$ cat src/rtl/fft_pkg.sv
// Shared FFT definitions: butterfly mode encodings, default transform length and a log2 helper.
package fft_pkg;

    localparam int unsigned FFT_LEN = 32;

    typedef enum logic [1:0] {
        BF_IDLE    = 2'b00,
        BF_FIRST   = 2'b01,
        BF_SECOND  = 2'b10,
        BF_WAITING = 2'b11
    } bf_state_e;

    // Ceiling log2; returns 0 for inputs of 0 or 1.
    function automatic int unsigned log2(input int unsigned v);
        int unsigned r;
        r = 0;
        for (int i = 0; i < 32; i++) begin
            if ((32'd1 << i) < v) begin
                r = 32'(i + 1);
            end
        end
        return r;
    endfunction

endpackage

$ cat src/rtl/sdf_r2_stage_ctrl.sv
// Sequencing controller for one radix-2 SDF FFT stage: butterfly mode, twiddle index,
// delay-line enable and frame-aligned output valid/start-of-frame.
module sdf_r2_stage_ctrl
    import fft_pkg::*;
#(
    parameter int unsigned N_FFT = FFT_LEN,
    parameter int unsigned HALF  = 16,
    parameter int unsigned CW    = (HALF > 1) ? log2(HALF) : 1,
    parameter int unsigned WW    = log2(N_FFT / 2)
) (
    input  logic          clk,
    input  logic          rst,
    input  logic          in_valid,
    output logic          in_ready,
    output logic [1:0]    bf_state,
    output logic [WW-1:0] wn_idx,
    output logic          sr_en,
    output logic          out_valid,
    output logic          out_sof,
    output logic          err
);

    localparam int unsigned   STRIDE   = N_FFT / (2 * HALF);
    localparam logic [CW-1:0] CNT_LAST = CW'(HALF - 1);

    bf_state_e     state_q, state_d;
    logic [CW-1:0] cnt_q, cnt_d;
    logic          nf_q, nf_d;
    logic          err_q, err_d;
    logic [WW-1:0] wn_idx_q, wn_idx_d;
    logic          sr_en_q, sr_en_d;
    logic          out_valid_q, out_valid_d;
    logic          out_sof_q, out_sof_d;
    logic          cnt_last;

    assign cnt_last = (cnt_q == CNT_LAST);

    // Next-state, counter and registered-output decode.
    always_comb begin
        state_d     = state_q;
        cnt_d       = cnt_q;
        nf_d        = nf_q;
        err_d       = 1'b0;

        case (state_q)
            BF_IDLE: begin
                nf_d = 1'b0;
                if (in_valid) begin
                    state_d = BF_WAITING;
                    cnt_d   = '0;
                end
            end
            BF_WAITING: begin
                if (!in_valid) begin
                    state_d = BF_IDLE;
                    cnt_d   = '0;
                    err_d   = 1'b1;
                end else if (cnt_last) begin
                    state_d = BF_FIRST;
                    cnt_d   = '0;
                end else begin
                    cnt_d = cnt_q + CW'(1);
                end
            end
            BF_FIRST: begin
                if (cnt_last) begin
                    state_d = BF_SECOND;
                    cnt_d   = '0;
                    nf_d    = in_valid;
                end else if (!in_valid) begin
                    state_d = BF_IDLE;
                    cnt_d   = '0;
                    err_d   = 1'b1;
                end else begin
                    cnt_d = cnt_q + CW'(1);
                end
            end
            BF_SECOND: begin
                // The drain always runs to completion; only the overlapping frame can abort.
                if (cnt_last) begin
                    cnt_d = '0;
                    nf_d  = 1'b0;
                    if (nf_q && in_valid) begin
                        state_d = BF_FIRST;
                    end else if (nf_q) begin
                        state_d = BF_IDLE;
                        err_d   = 1'b1;
                    end else if (in_valid) begin
                        state_d = BF_WAITING;
                    end else begin
                        state_d = BF_IDLE;
                    end
                end else begin
                    cnt_d = cnt_q + CW'(1);
                    if (nf_q && !in_valid) begin
                        err_d = 1'b1;
                        nf_d  = 1'b0;
                    end
                end
            end
            default: begin
                state_d = BF_IDLE;
                cnt_d   = '0;
                nf_d    = 1'b0;
            end
        endcase

        sr_en_d     = (state_d != BF_IDLE);
        out_valid_d = (state_d == BF_FIRST) || (state_d == BF_SECOND);
        out_sof_d   = (state_d == BF_FIRST) && (cnt_d == '0);
        wn_idx_d    = (state_d == BF_SECOND) ? WW'(32'(cnt_d) * STRIDE) : '0;
    end

    always_ff @(posedge clk) begin
        if (rst) begin
            state_q     <= BF_IDLE;
            cnt_q       <= '0;
            nf_q        <= 1'b0;
            err_q       <= 1'b0;
            wn_idx_q    <= '0;
            sr_en_q     <= 1'b0;
            out_valid_q <= 1'b0;
            out_sof_q   <= 1'b0;
        end else begin
            state_q     <= state_d;
            cnt_q       <= cnt_d;
            nf_q        <= nf_d;
            err_q       <= err_d;
            wn_idx_q    <= wn_idx_d;
            sr_en_q     <= sr_en_d;
            out_valid_q <= out_valid_d;
            out_sof_q   <= out_sof_d;
        end
    end

    // During SECOND without an overlapping frame, only the final drain slot may start a new one.
    assign in_ready  = !rst && ((state_q != BF_SECOND) || nf_q || cnt_last);
    assign bf_state  = state_q;
    assign wn_idx    = wn_idx_q;
    assign sr_en     = sr_en_q;
    assign out_valid = out_valid_q;
    assign out_sof   = out_sof_q;
    assign err       = err_q;

endmodule

$ cat config.mk
export PLATFORM = sky130hd
export DESIGN_NAME = sdf_r2_stage_ctrl
export DESIGN_NICKNAME = d
export VERILOG_FILES = /design/src/rtl/fft_pkg.sv /design/src/rtl/sdf_r2_stage_ctrl.sv
export SDC_FILE = /design/constraint.sdc
export NUM_CORES = 1
export LEC_CHECK = 0
export CAP_MARGIN = 20
export CORE_ASPECT_RATIO = 1.5
export CORE_MARGIN = 3
export CORE_UTILIZATION = 25
export DETAILED_ROUTE_END_ITERATION = 16
export GPL_TIMING_DRIVEN = 0
export PLACE_DENSITY_LB_ADDON = 0.05
export RECOVER_POWER = 50
export SLEW_MARGIN = 20
export SYNTH_ARGS = -nofsm -noshare
export SYNTH_HDL_FRONTEND = slang
export SYNTH_SLANG_ARGS = --single-unit
$ cat constraint.sdc
create_clock -name clk -period 5 [get_ports clk]
set_input_delay 0.5 -clock clk [delete_from_list [all_inputs] [get_ports clk]]
set_output_delay 0.5 -clock clk [all_outputs]
set_load 0.02 [all_outputs]
==> metrics, run 1 <==
WP data arrival=2.16 ns; internal power component=roughly 0.00017 W; vertical die dimension=between 60 and 70 um; wire per inst=11.3 um; clock tree from TritonCTS=yes; setup_tns=0 ns; post-CTS repair timing setup buffer count=0; Die Outline Area=about 3400 um^2; total of buffers placed on input and output ports=12; path class of the lowest-slack min-delay path=in -> reg; final core utilization=34.7%; worst clock skew=0.00672 ns; mean post-synth cell area=between 9 and 10 um^2; total setup violations reported at the end of the flow=0; Post-synth ARST share=0%; Initial Util=27.0%; RSZ-0062 raised after global routing=no; clock share of power=about 29%; relative max-transition margin=68.2%; portion of total power attributed to combinational logic=18.5%; most frequently used flop master after synthesis=sky130_fd_sc_hd__dfxtp_1; routed via count=531; Leak Pwr=0.352 nW; total routing resource utilization after global routing=9.45%; number of clock buffers inserted by TritonCTS=3; biggest area contributors in the synthesized netlist=sky130_fd_sc_hd__dfxtp_1, sky130_fd_sc_hd__ha_1, sky130_fd_sc_hd__nor2_1, sky130_fd_sc_hd__buf_6, sky130_fd_sc_hd__nand2b_1; number of cells upsized or downsized after cts=0; kind of critical path=in -> out; I/O pin total=14; clock latency reported for the late side of the worst-skew pair=0.28 ns; proportion of total power due to net switching=28.1%; count of standard-cell rows=22; cells traversed along the worst timing path=dlygate4sd3_1, clkbuf_1, a31oi_1, clkdlybuf4s50_1; highest-count cells in the layout ignoring fill and taps=sky130_fd_sc_hd__dfxtp_1, sky130_fd_sc_hd__nor2_1, sky130_fd_sc_hd__dlygate4sd3_1, sky130_fd_sc_hd__clkdlybuf4s50_1, sky130_fd_sc_hd__ha_1; width of the die=approximately 48 um; Total Wirelength=1.40 mm; commonest non-fill, non-tap cell in the layout=sky130_fd_sc_hd__dfxtp_1; final count of hold timing violations=0; remaining number of nets flagged by the antenna check after routing=0; first-pass detailed-route iteration total=2; routability congestion estimate from global placement=roughly 0.70; Ant. Diodes=0; root buffer selected by CTS=sky130_fd_sc_hd__clkbuf_4; Synth warnings=0; PwrDens=280 nW/um^2; Placeable Area=2500 um^2; Flop pwr share=52.7%; via count of the first global-routing pass=571; Critical Path RT=4.50 ns; longest individual stage delay on the worst path=0.62 ns; Hold-fix buffers, CTS=0; final critical-path required period=~2.7 ns; number of different library cells in the post-synthesis netlist=30; Post-DP HPWL=1.08 mm; Max clock buf depth=2; number of nets in the synthesized netlist=79; Max Slew Vio Count=0; post-detailed-route via-to-cell ratio=4.28; post-synth top area cell=sky130_fd_sc_hd__dfxtp_1; Worst Setup End Kind=output port; critical path peak fanout=10; slew at the pin closest to its max-slew limit=0.478 ns; Iteration-0 DRC Markers=3; TritonCTS Sinks=15; hold slack final=0.415 ns; number of antenna violations at the first check in global routing=0; share of the clock period used by the worst path=between 50% and 60%; instance count of the mapped netlist=72; Max Fclk=377 MHz; fraction of synthesized cell area taken by the top area cell type=44.4%; Seq/Total Area, Yosys=44.4%; Post-synth EDFFs=0; Max stage delay cell, worst path=sky130_fd_sc_hd__clkdlybuf4s50_1; H-tree lvl count=1; power spent charging and discharging nets=approximately 0.000068 W; share of layout cells above drive strength 1=between 10 and 15%; wire length of the first global-routing pass=2.53 mm; overflow left after global routing=0; Post-layout nets=96; count of maximum capacitance violations=0; startpoint type of the worst setup path=input port; maximum number of pins on one net before global-route repair=11; synthesis-stage register bit count=15; number of remaining DRC errors=0; netlist area before placement=676 um^2; synth-to-layout area growth=28.5%; Worst IR Drop VDD=0.128 mV; result of the run=finished, final reports clean; CTS clk-pin slew, worst paths=0.10 ns
-- kinds of logic after synthesis --
| group | after synthesis | share of synthesized area, % |
|---|---|---|
| simple gates | 29 | 21.1 |
| compound gates | 14 | 15.2 |
| flops | 15 | 44.4 |
| fa+ha+maj | 4 | 7.41 |
| mux | 2 | 3.15 |
| buf+inv | 6 | 6.11 |
| xor+xnor | 2 | 2.59 |
-- layer usage --
layer / GRT usage [%] / vias up / share of wire [%]
met2: 17.0 / 6 / 54
met1: 10.4 / 240 / 42
met5: 0 / - / 0
met3: 1.72 / 2 / 3.4
met4: 4.75 / 0 / 1.1
li1: - / 283 / -
-- Yosys cell counts, types with 2 or more instances --
cell                        n
sky130_fd_sc_hd__dfxtp_1   15
sky130_fd_sc_hd__inv_1      2
sky130_fd_sc_hd__a21oi_1    2
sky130_fd_sc_hd__a31oi_1    2
sky130_fd_sc_hd__nor3_1     2
sky130_fd_sc_hd__nand2_1    3
sky130_fd_sc_hd__nand2b_1   3
sky130_fd_sc_hd__a22oi_1    2
sky130_fd_sc_hd__nand3_1    3
sky130_fd_sc_hd__nor2_1    13
sky130_fd_sc_hd__a211oi_1   2
sky130_fd_sc_hd__buf_6      2
sky130_fd_sc_hd__ha_1       4
-- area by class of cell --
type / count / area [um^2]
clock buffers: 3 / 22.5
fillers: 274 / 1640
multi-input cells: 51 / 334
repair buffers: 12 / 120
well taps: 36 / 45.0
inverters: 2 / 7.51
clock inverters: 1 / 5.00
flip-flops and latches: 15 / 300
plain buffers: 4 / 33.8
-- state kept, by name (all words and copies together), names as in the netlist --
name,cells
sr_en,1
cnt_q,4
nf_q,1
err,1
wn_idx,4
out_sof,1
bf_state,2
out_valid,1
-- worst paths after layout --
check,startpoint,to,slack (ns),depth (start not counted)
hold reg to reg,nf_q,nf_q,0.51,2
hold / removal,in_valid,err,0.42,2
setup / recovery,rst,in_ready,2.34,4
setup reg to reg,cnt_q[0],out_sof,2.95,8
-- critical path: cells and delay by family --
family / cells / cell delay, ns
buffers and inverters: 3 / 1.45
AOI/OAI and AO/OA: 1 / 0.20
-- power groups by stage --
stage               logic (W)  clock network (W)  registers, W
global route        0.0000512          0.0000805      0.000129
detailed placement  0.0000471                  0      0.000131
CTS                 0.0000472          0.0000751      0.000128
floorplan           0.0000248                  0      0.000136
global placement    0.0000468                  0      0.000131
finish              0.0000451          0.0000700      0.000128
-- metrics by stage --
| stage | cells | total power [W] | area [um^2] | setup slack, ns |
|---|---|---|---|---|
| CTS | 124 | 0.000251 | 868 | 2.42 |
| finish | 124 | 0.000243 | 868 | 2.34 |
| global placement | 120 | 0.000178 | 841 | 2.42 |
| global route | 124 | 0.000261 | 868 | 2.25 |
| detailed placement | 120 | 0.000178 | 841 | 2.42 |
| floorplan | 72 | 0.000161 | 676 | 3.19 |
Power figures use the tool's default switching activity.
==> inputs of run 2 (changes only) <==
clock period = 2.3 ns   (was 5 ns; I/O delays follow)
==> run 2 against run 1 <==
Net effect: global-route usage did not move; cell area did not move; routed wire length is 0.36% higher; utilization stayed put; via count rose by 0.19%; count of clock-buffer cells in the layout unchanged; register-to-register slack worse by 2.7 ns; worst setup slack got worse by 2.1 ns; sequential share of layout area unchanged; final cell count stayed put.
==> metrics, run 2 (synthesis results as in run 1) <==
final count of hold timing violations=0; root buffer selected by CTS=sky130_fd_sc_hd__clkbuf_4; count of standard-cell rows=22; critical path peak fanout=6; post-detailed-route via-to-cell ratio=between 4 and 5; slew at the pin closest to its max-slew limit=0.479 ns; routing usage on met1=10.4%; power spent charging and discharging nets=0.000148 W; vertical die dimension=roughly 70 um; total setup violations reported at the end of the flow=0; number of cells in the design after placement=120; number of antenna violations at the first check in global routing=0; Max Slew Vio Count=0; dpl ws=around 0.22 ns; clock latency reported for the late side of the worst-skew pair=0.28 ns; count of cells along the worst hold path=2; worst clock skew=0.00673 ns; Max Fclk=about 480 MHz; Initial Util=27.0%; final critical-path required period=2.09 ns; width of the die=48.4 um; startpoint type of the worst setup path=flop; WP data arrival=1.86 ns; relative max-transition margin=68.1%; highest-count cells in the layout ignoring fill and taps=sky130_fd_sc_hd__dfxtp_1, sky130_fd_sc_hd__nor2_1, sky130_fd_sc_hd__dlygate4sd3_1; Max clock buf depth=2; Placeable Area=2500 um^2; Worst Setup End Kind=output port; wire length of the first global-routing pass=2.53 mm; Total Wirelength=1.40 mm; longest individual stage delay on the worst path=0.62 ns; internal power component=roughly 0.00038 W; first-pass detailed-route iteration total=2; setup slack after layout=0.209 ns; via count of the first global-routing pass=571; TritonCTS Sinks=15; Critical Path RT=2.07 ns; number of clock buffers inserted by TritonCTS=3; proportion of total power due to net switching=28.0%; total power consumption of the routed design=0.000527 W; number of remaining DRC errors=0; remaining number of nets flagged by the antenna check after routing=0; RSZ-0062 raised after global routing=no; Die Outline Area=between 3000 and 4000 um^2; worst-case reg-to-reg path depth=8; clock tree from TritonCTS=yes; H-tree lvl count=1; commonest non-fill, non-tap cell in the layout=sky130_fd_sc_hd__dfxtp_1; Leak Pwr=0.362 nW; routed via count=532; total routing resource utilization after global routing=9.45%; Worst IR Drop VDD=0.279 mV; total of buffers placed on input and output ports=12; clock share of power=between 20% and 30%; synth-to-layout area growth=28.5%; met3 demand-to-capacity share in global routing=1.72%; Post-DP HPWL=about 1.1 mm; kind of critical path=reg -> out; portion of total power attributed to combinational logic=18.4%; Ant. Diodes=0; PwrDens=607 nW/um^2; setup_tns=0 ns; Layout fillers=~280; Flop pwr share=52.7%; count of maximum capacitance violations=0; path class of the lowest-slack min-delay path=in -> reg; share of the clock period used by the worst path=90.9%; wire per inst=11.3 um; grt met2 use=17.0%; maximum number of pins on one net before global-route repair=11; overflow left after global routing=0; I/O pin total=14; CTS clk-pin slew, worst paths=0.10 ns; Iteration-0 DRC Markers=3; share of layout cells above drive strength 1=between 10% and 20%; number of standard cells in the layout, taps in and fillers out=around 120; Max stage delay cell, worst path=sky130_fd_sc_hd__clkdlybuf4s50_1; routability congestion estimate from global placement=0.695; cells traversed along the worst timing path=ha_1, nand3_2, a31oi_1, clkdlybuf4s50_1; result of the run=finished, final reports clean; Top Usage Layer GRT=met2; Post-layout nets=96
run 2: cell count changes in the layout (fill, tap and decap cells not counted), sizes merged:
cell	previous run	this run
clkdlybuf4s50	6	4
dlygate4sd3	6	8
run 2: cell type report:
cell class / instances / area (um^2) / share of cell area [%]
Tap cell: 36 / 45.0 / 5.19
Buffer: 4 / 33.8 / 3.89
Timing Repair Buffer: 12 / 120 / 13.8
Clock inverter: 1 / 5.00 / 0.576
Multi-Input combinational cell: 51 / 334 / 38.5
Inverter: 2 / 7.51 / 0.865
Clock buffer: 3 / 22.5 / 2.59
Sequential cell: 15 / 300 / 34.6
run 2: worst paths after layout:
check | start | to | slack, ns
worst max register to register | cnt_q[0] | out_sof | 0.23
worst max-delay path | cnt_q[0] | in_ready | 0.21
worst min register to register | nf_q | nf_q | 0.51
worst min-delay path | in_valid | err | 0.14
run 2: timing repair:
item,CTS,global route
hold buffers,0,0
resized for setup,0,1
buffers inserted,0,0
setup endpoints to repair,0,1
run 2: stage by stage:
| stage | utilization (%) | hold slack [ns] | area, um^2 |
|---|---|---|---|
| final | 34.7 | 0.145 | 868 |
| after global routing | 34.7 | 0.135 | 868 |
| after CTS | 34.7 | 0.136 | 868 |
| after detailed placement | 33.6 | 0.454 | 841 |
| after global placement | 33.6 | 0.459 | 841 |
| after floorplan | - | 0.302 | 676 |
run 2: worst max-delay path: cells and delay by family, from the launching register on:
| family | cells | cell delay (ns) |
|---|---|---|
| adder cells (fa/ha/maj) | 1 | 0.23 |
| buffers and inverters | 1 | 0.62 |
| flip-flops | 1 | 0.39 |
| AO/OA/AOI/OAI | 1 | 0.19 |
| AND/OR/NAND/NOR | 1 | 0.14 |
run 2: metal layers:
metal  vias to the layer above  share of wire (%)
met5                         -                  0
met4                         0                1.1
met3                         2                3.4
met2                         6                 54
met1                       241                 42
li1                        283                  -
run 2: power groups by stage:
| stage | combinational, W | clock, W | sequential, W |
|---|---|---|---|
| 2_1_floorplan | 0.0000540 | 0 | 0.000296 |
| 3_3_place_gp | 0.000102 | 0 | 0.000284 |
| 3_5_place_dp | 0.000102 | 0 | 0.000285 |
| 4_1_cts | 0.000103 | 0.000163 | 0.000279 |
| 5_1_grt | 0.000110 | 0.000175 | 0.000280 |
| 6_report | 0.0000971 | 0.000152 | 0.000278 |
==> inputs of run 3 (changes only) <==
TNS_END_PERCENT = 50   (was not set)
==> results of run 3 <==
No change in the layout: final DEF, timing and power equal those of run 2.
